[config.mk]
export PLATFORM = sky130hd
export DESIGN_NAME = mem_arbiter_flat
export DESIGN_NICKNAME = d
export VERILOG_FILES = /design/src/rtl/mem_arbiter_if.sv /design/src/rtl/mem_arbiter.sv /design/src/flat_wrapper.sv
export SDC_FILE = /design/constraint.sdc
export NUM_CORES = 1
export LEC_CHECK = 0
export CAP_MARGIN = 10
export CORE_UTILIZATION = 24
export CTS_BUF_LIST = sky130_fd_sc_hd__clkbuf_4
export DETAILED_ROUTE_END_ITERATION = 8
export PLACE_DENSITY_LB_ADDON = 0.12
export SLEW_MARGIN = 0
export SYNTH_ARGS = -nofsm -noshare
export SYNTH_HDL_FRONTEND = slang
export SYNTH_SLANG_ARGS = --single-unit
export TNS_END_PERCENT = 5
[constraint.sdc]
create_clock -name clk -period 1.46 [get_ports clk]
set_input_delay 0.146 -clock clk [delete_from_list [all_inputs] [get_ports clk]]
set_output_delay 0.146 -clock clk [all_outputs]
set_load 0.01 [all_outputs]
[src/rtl/mem_arbiter_if.sv]
// Bundle of the fetch port, the data port and the memory side of mem_arbiter.
// The slave modport is the arbiter's view; master is the requester/memory view.
interface mem_arbiter_if;
    logic        if_req;
    logic [15:0] if_addr;
    logic        if_gnt;
    logic        if_rvalid;
    logic [15:0] if_rdata;

    logic        d_req;
    logic        d_we;
    logic [15:0] d_addr;
    logic [15:0] d_wdata;
    logic        d_gnt;
    logic        d_rvalid;
    logic [15:0] d_rdata;

    logic        mem_en;
    logic        mem_we;
    logic [15:0] mem_addr;
    logic [15:0] mem_wdata;
    logic [15:0] mem_rdata;

    logic        busy;

    modport slave (
        input  if_req, if_addr, d_req, d_we, d_addr, d_wdata, mem_rdata,
        output if_gnt, if_rvalid, if_rdata, d_gnt, d_rvalid, d_rdata,
               mem_en, mem_we, mem_addr, mem_wdata, busy
    );

    modport master (
        output if_req, if_addr, d_req, d_we, d_addr, d_wdata, mem_rdata,
        input  if_gnt, if_rvalid, if_rdata, d_gnt, d_rvalid, d_rdata,
               mem_en, mem_we, mem_addr, mem_wdata, busy
    );
endinterface

[src/rtl/mem_arbiter.sv]
// Single-ported memory arbiter between an instruction fetch port and a data port,
// with a fixed read latency and a bounded run of data grants while a fetch waits.
module mem_arbiter #(
    parameter int MEM_LAT = 1,
    parameter int STREAK  = 2
) (
    input  logic         clk,
    input  logic         reset,
    mem_arbiter_if.slave bus
);

    typedef enum logic {S_IDLE, S_WAIT} state_t;

    localparam logic [2:0] LAT = 3'(MEM_LAT);
    localparam logic [2:0] STK = 3'(STREAK);

    state_t     state, state_nxt;
    logic [2:0] cnt, cnt_nxt;
    logic [2:0] streak, streak_nxt;
    logic       owner, owner_nxt;   // 0 = fetch, 1 = data
    logic       store, store_nxt;   // outstanding data access is a store
    logic       respond, free, grant_d, grant_f;

    always_ff @(posedge clk) begin
        // NOTE: state registers use non-blocking assignments so every flop samples
        // the pre-edge values; blocking here would create order-dependent races.
        if (reset) begin
            state  <= S_IDLE;
            cnt    <= '0;
            streak <= '0;
            owner  <= 1'b0;
            store  <= 1'b0;
        end else begin
            state  <= state_nxt;
            cnt    <= cnt_nxt;
            streak <= streak_nxt;
            owner  <= owner_nxt;
            store  <= store_nxt;
        end
    end

    always_comb begin
        // NOTE: every signal gets a default first, so no path through this block
        // leaves one unassigned and no latch is inferred.
        state_nxt     = state;
        cnt_nxt       = cnt;
        streak_nxt    = streak;
        owner_nxt     = owner;
        store_nxt     = store;
        bus.if_gnt    = 1'b0;
        bus.if_rvalid = 1'b0;
        bus.if_rdata  = '0;
        bus.d_gnt     = 1'b0;
        bus.d_rvalid  = 1'b0;
        bus.d_rdata   = '0;
        bus.mem_en    = 1'b0;
        bus.mem_we    = 1'b0;
        bus.mem_addr  = '0;
        bus.mem_wdata = '0;
        bus.busy      = 1'b0;

        respond = (state == S_WAIT) && (cnt == LAT);
        free    = (state == S_IDLE) || respond;
        // Data wins ties until it has used up its streak against a waiting fetch.
        grant_d = free && bus.d_req && (!bus.if_req || (streak < STK));
        grant_f = free && bus.if_req && !grant_d;

        if (!reset) begin
            bus.if_gnt = grant_f;
            bus.d_gnt  = grant_d;

            if (grant_d) begin
                bus.mem_en    = 1'b1;
                bus.mem_we    = bus.d_we;
                bus.mem_addr  = bus.d_addr;
                bus.mem_wdata = bus.d_wdata;
            end else if (grant_f) begin
                bus.mem_en   = 1'b1;
                bus.mem_addr = bus.if_addr;
            end

            if (respond) begin
                if (owner) begin
                    bus.d_rvalid = 1'b1;
                    bus.d_rdata  = store ? 16'h0000 : bus.mem_rdata;
                end else begin
                    bus.if_rvalid = 1'b1;
                    bus.if_rdata  = bus.mem_rdata;
                end
            end

            bus.busy = ((state == S_WAIT) && (cnt < LAT)) ||
                       (bus.if_req && !grant_f) || (bus.d_req && !grant_d);
        end

        if (state == S_WAIT) begin
            if (cnt < LAT) begin
                cnt_nxt = cnt + 3'd1;
            end else begin
                state_nxt = S_IDLE;
                cnt_nxt   = '0;
            end
        end

        if (grant_d) begin
            state_nxt  = S_WAIT;
            cnt_nxt    = 3'd1;
            owner_nxt  = 1'b1;
            store_nxt  = bus.d_we;
            streak_nxt = !bus.if_req ? 3'd0 : (streak == 3'd7) ? streak : streak + 3'd1;
        end else if (grant_f) begin
            state_nxt  = S_WAIT;
            cnt_nxt    = 3'd1;
            owner_nxt  = 1'b0;
            store_nxt  = 1'b0;
            streak_nxt = '0;
        end
    end

endmodule
[src/flat_wrapper.sv]
// flat-port wrapper written by rule: the top's interface ports become plain ports
module mem_arbiter_flat 
#(
    parameter int MEM_LAT = 1,
    parameter int STREAK  = 2
)
  (clk, reset, bus_if_req, bus_if_addr, bus_d_req, bus_d_we, bus_d_addr, bus_d_wdata, bus_mem_rdata, bus_if_gnt, bus_if_rvalid, bus_if_rdata, bus_d_gnt, bus_d_rvalid, bus_d_rdata, bus_mem_en, bus_mem_we, bus_mem_addr, bus_mem_wdata, bus_busy);
  mem_arbiter_if bus_i ();
  input  logic clk;
  input  logic reset;
  input wire logic [$bits(bus_i.if_req)-1:0] bus_if_req;
  input wire logic [$bits(bus_i.if_addr)-1:0] bus_if_addr;
  input wire logic [$bits(bus_i.d_req)-1:0] bus_d_req;
  input wire logic [$bits(bus_i.d_we)-1:0] bus_d_we;
  input wire logic [$bits(bus_i.d_addr)-1:0] bus_d_addr;
  input wire logic [$bits(bus_i.d_wdata)-1:0] bus_d_wdata;
  input wire logic [$bits(bus_i.mem_rdata)-1:0] bus_mem_rdata;
  output wire logic [$bits(bus_i.if_gnt)-1:0] bus_if_gnt;
  output wire logic [$bits(bus_i.if_rvalid)-1:0] bus_if_rvalid;
  output wire logic [$bits(bus_i.if_rdata)-1:0] bus_if_rdata;
  output wire logic [$bits(bus_i.d_gnt)-1:0] bus_d_gnt;
  output wire logic [$bits(bus_i.d_rvalid)-1:0] bus_d_rvalid;
  output wire logic [$bits(bus_i.d_rdata)-1:0] bus_d_rdata;
  output wire logic [$bits(bus_i.mem_en)-1:0] bus_mem_en;
  output wire logic [$bits(bus_i.mem_we)-1:0] bus_mem_we;
  output wire logic [$bits(bus_i.mem_addr)-1:0] bus_mem_addr;
  output wire logic [$bits(bus_i.mem_wdata)-1:0] bus_mem_wdata;
  output wire logic [$bits(bus_i.busy)-1:0] bus_busy;
  assign bus_i.if_req = bus_if_req;
  assign bus_i.if_addr = bus_if_addr;
  assign bus_i.d_req = bus_d_req;
  assign bus_i.d_we = bus_d_we;
  assign bus_i.d_addr = bus_d_addr;
  assign bus_i.d_wdata = bus_d_wdata;
  assign bus_i.mem_rdata = bus_mem_rdata;
  assign bus_if_gnt = bus_i.if_gnt;
  assign bus_if_rvalid = bus_i.if_rvalid;
  assign bus_if_rdata = bus_i.if_rdata;
  assign bus_d_gnt = bus_i.d_gnt;
  assign bus_d_rvalid = bus_i.d_rvalid;
  assign bus_d_rdata = bus_i.d_rdata;
  assign bus_mem_en = bus_i.mem_en;
  assign bus_mem_we = bus_i.mem_we;
  assign bus_mem_addr = bus_i.mem_addr;
  assign bus_mem_wdata = bus_i.mem_wdata;
  assign bus_busy = bus_i.busy;
  mem_arbiter #(.MEM_LAT(MEM_LAT), .STREAK(STREAK)) u_core (.clk(clk), .reset(reset), .bus(bus_i));
endmodule
==> summary.md <==
The run finished, with violations left. The checks that failed: negative setup slack. The power density over cell area is 404 nW/um2, and the total CTS buffers is 3. The placeable core region was 4380 um2; the maximum vdd ir drop was 0.000625 V. Sequential cells burn 24.2% of the power. The average instance in the mapped netlist occupies 7.12 um2. The tightest hold path in the finished design has a slack of 0.514 ns. The floorplan step defined a die boundary enclosing 4870 um2.

The worst register-to-register path begins at u_core.streak[1]. The weighted congestion at the end of routability-driven global placement was 0.745. The kind of critical path was reg2out. The combinational group share of total power came out at 57.9%. After clock tree synthesis, the clock-pin slew on the worst setup and hold paths is 0.07 ns. For the net switching power, the log shows 354 uW. Counting along the longest clock path gives a buffer depth of 2. The largest fanout on the critical path was 6.

The synthesized netlist devotes 21.3% of its cell area to compound gates. The share of the synthesized area in the top cell type was 28.9%. Using the TritonRoute via totals, the vias-per-cell ratio works out to 4.49. For the number of antenna violations at the first check in global routing, the log shows 0.

The floorplan row count came out at 24. The simple-gate area share of the yosys netlist was 50.7%; the maximum number of pins on one net before global-route repair was 20. sky130_fd_sc_hd__and2_1 takes more of the synthesized area than any other cell. The number of global-route vias before repair came out at 1,506. Worst min-delay path category: in2reg. The share of total power dissipated in the clock network is 17.9%. The clock arrives with 0.00559 ns of skew.

The Yosys step of the flow raised 0 warnings. The share of the Yosys chip area taken by registers is 16.3%. In this run the tool buffered the top-level ports with 139 buffer cells. The critical path capture point type is an output port. Counting every net in the synthesized netlist gives 228.

Number of H-tree levels: 1. From bottom edge to top edge, the die measures 69.8 um. The synthesized design contains 9 register bits.

For this configuration, the core starts out at a cell density of 25.2%. Yosys instantiated no cell more often than sky130_fd_sc_hd__and2_1. The width of the die was 69.8 um; the final worst setup slack was -0.440 ns.

The number of failing hold endpoints at the final stage came out at 0. The synthesized-area fraction occupied by adder cells is 4.54%. The first element of the critical path was u_core.cnt[1].

The first global-routing pass estimated 7730 um of wire. Of the total power, the share spent switching nets is 31.8%. Headroom to the max-slew limit came out at 82.1%. Summed over all cells, the static leakage comes to 1.32 nW. Setup repair after global routing could not meet its margin everywhere.

The tool flagged a number of max-cap violations equal to 0. The most frequently used flop master after synthesis is sky130_fd_sc_hd__dfxtp_1. Number of instances in the synthesized netlist: 155. Summing the areas of all xor and xnor instances in the mapped netlist gives 0% of the synthesized area.

The tools report the final net count as 387. The nature of the critical path startpoint was a register. The number of enable flip-flop cells after synthesis came out at 0. Dividing the detail-routed wire length by the instance count gives 13.9 um.

The internal power of the cells is 761 uW, and the number of diodes added for antenna fixing is 0. Timing would allow up to 526 MHz. Largest family of logic cells by synthesized area: simple AND/OR/NAND/NOR gates.

The part of the cycle the worst path needs is 130%, and the clock net sink count is 9. The design draws 1.12 mW. The mux contribution to synthesized area is 0%, and the share of flip-flops with an asynchronous set or reset after synthesis is 0%.

TritonCTS built the clock tree. The tools report the remaining number of nets flagged by the antenna check after routing as 0. The data arrival at the endpoint of the critical path is 1.75 ns, and the aggregate negative setup slack is -18.09 ns.

By area the synthesized netlist is led by sky130_fd_sc_hd__and2_1, sky130_fd_sc_hd__dfxtp_1, sky130_fd_sc_hd__a22oi_1. Setup violations remaining at the end of the flow were counted as 72. Slew of the pin with the lowest slew margin: 0.268 ns. The startpoint identified for the worst hold timing path is bus_d_we.

After synthesis, the netlist uses 34 different library cells. From synthesis to final layout, the design area changed by 150%. The all-layer global routing usage was 19.6%; the utilization after layout was 63.0%.

During I/O placement, the number of pins put on the boundary was 140. The run gives 5080 um as the aggregate routed wire length. The overall via count from detail_route is 1,640, and the insertion delay of the later-clocked pin in the worst-skew pair is 0.26 ns. For the max-slew violation count, the log shows 0. Fill cells in the final layout number 401. The share of cells above drive strength 1 came out at 47.3%. The tools report the final standard cell area without fillers as 2760 um2. After layout, the minimum clock period comes to 1.90 ns. Number of detailed-routing iterations run before antenna repair: 4. By count the netlist is led by sky130_fd_sc_hd__and2_1, sky130_fd_sc_hd__nor2_1, sky130_fd_sc_hd__a22oi_1, sky130_fd_sc_hd__dfxtp_1, sky130_fd_sc_hd__a21oi_1. In the routed design, unresolved DRC markers number 0. The cell at the root of the clock tree is sky130_fd_sc_hd__clkbuf_4.

The run gives 0 as the remaining global-route overflow. For this block, the initial DRC count from the detailed router was 44. Area of the mapped netlist: 1100 um2. The data required time at the worst endpoint is 1.31 ns, and the instance area at placement is 2750 um2.

The number of hold buffers added after CTS was 0. The tools report the total half-perimeter wirelength after legalization and detailed placement as 3940 um.
## layout make-up
cell class | instances | area (um2) | share of cell area (%)
clock buffer | 3 | 22.5 | 0.815
clock inverter | 1 | 5.00 | 0.181
inverter | 3 | 11.3 | 0.407
multi-input combinational | 133 | 988 | 35.8
sequential | 9 | 183 | 6.61
tap | 52 | 65.1 | 2.35
timing repair buffer | 164 | 1490 | 53.9
## repair_timing
action	4_1_cts	5_1_grt
cloned	1	0
gates resized for setup	314	26
buffers inserted	4	0
endpoints found under the setup margin	72	74
pin swaps	36	9
## critical path, cell delays in order, from the launching register on
cell                       delay, ns
sky130_fd_sc_hd__dfxtp_2        0.33
sky130_fd_sc_hd__inv_2          0.05
sky130_fd_sc_hd__ha_4           0.16
sky130_fd_sc_hd__and4bb_1       0.19
sky130_fd_sc_hd__and2_4         0.14
sky130_fd_sc_hd__and2b_2        0.25
sky130_fd_sc_hd__buf_6          0.14
sky130_fd_sc_hd__and2_4         0.13
sky130_fd_sc_hd__buf_6          0.11
## layout by cell type, fill, tap and decap left out, drive strengths merged
cell type      instances
and2b                  3
ha                     4
a211oi                 1
nand2b                 2
nor3                   3
nand4bb                1
nor2                  24
a21o                   2
nand2                  4
clkdlybuf4s15          1
nor2b                  3
a2bb2oi                1
clkbuf                 3
dlygate4sd2            1
clkdlybuf4s50         68
and4bb                 1
a21oi                  7
nand3                  2
a21bo                  1
clkinv                 1
inv                    3
a22o                   1
dfxtp                  9
and2                  51
o21ai                  2
or4                    1
a311oi                 1
a22oi                 16
buf                   94
a21boi                 1
nor4b                  1
## registers in the layout (all words and copies together) (netlist names)
| signal | flops |
|---|---|
| u_core.streak | 3 |
| u_core.state | 1 |
| u_core.owner | 1 |
| u_core.store | 1 |
| u_core.cnt | 3 |
## logic make-up after synthesis
| family | count (synthesis) |
|---|---|
| AO/OA/AOI/OAI | 33 |
| adder cells (fa/ha/maj) | 4 |
| buffers and inverters | 14 |
| flip-flops | 9 |
| AND/OR/NAND/NOR | 95 |
## stage by stage
step | std cells | setup slack, ns
CTS | 365 | -0.450
finish | 365 | -0.440
floorplan | 155 | -0.0394
global placement | 356 | -0.579
global route | 365 | -0.509
detailed placement | 356 | -0.601
## routing by layer
| layer | vias up | track usage, % | wire (um) |
|---|---|---|---|
| met5 | - | 0 | 0 |
| met2 | 61 | 36.2 | 2720 |
| met3 | 6 | 3.20 | 266 |
| met4 | 0 | 4.89 | 63 |
| met1 | 727 | 23.2 | 2020 |
| li1 | 846 | - | - |
## final timing paths
kind	to	slack (ns)	cells after the start
setup / recovery	bus_d_rdata[10]	-0.44	8
hold / removal	u_core.store	0.51	2
setup reg to reg	u_core.streak[0]	-0.20	6
hold reg to reg	u_core.store	0.52	1
## power groups by stage
stage / registers [mW] / logic, mW / clock network [mW]
floorplan: 0.273 / 0.245 / 0
finish: 0.270 / 0.645 / 0.200
global placement: 0.275 / 0.648 / 0
global route: 0.272 / 0.694 / 0.218
detailed placement: 0.275 / 0.654 / 0
CTS: 0.271 / 0.626 / 0.210
(Power assumes the default switching activity.)
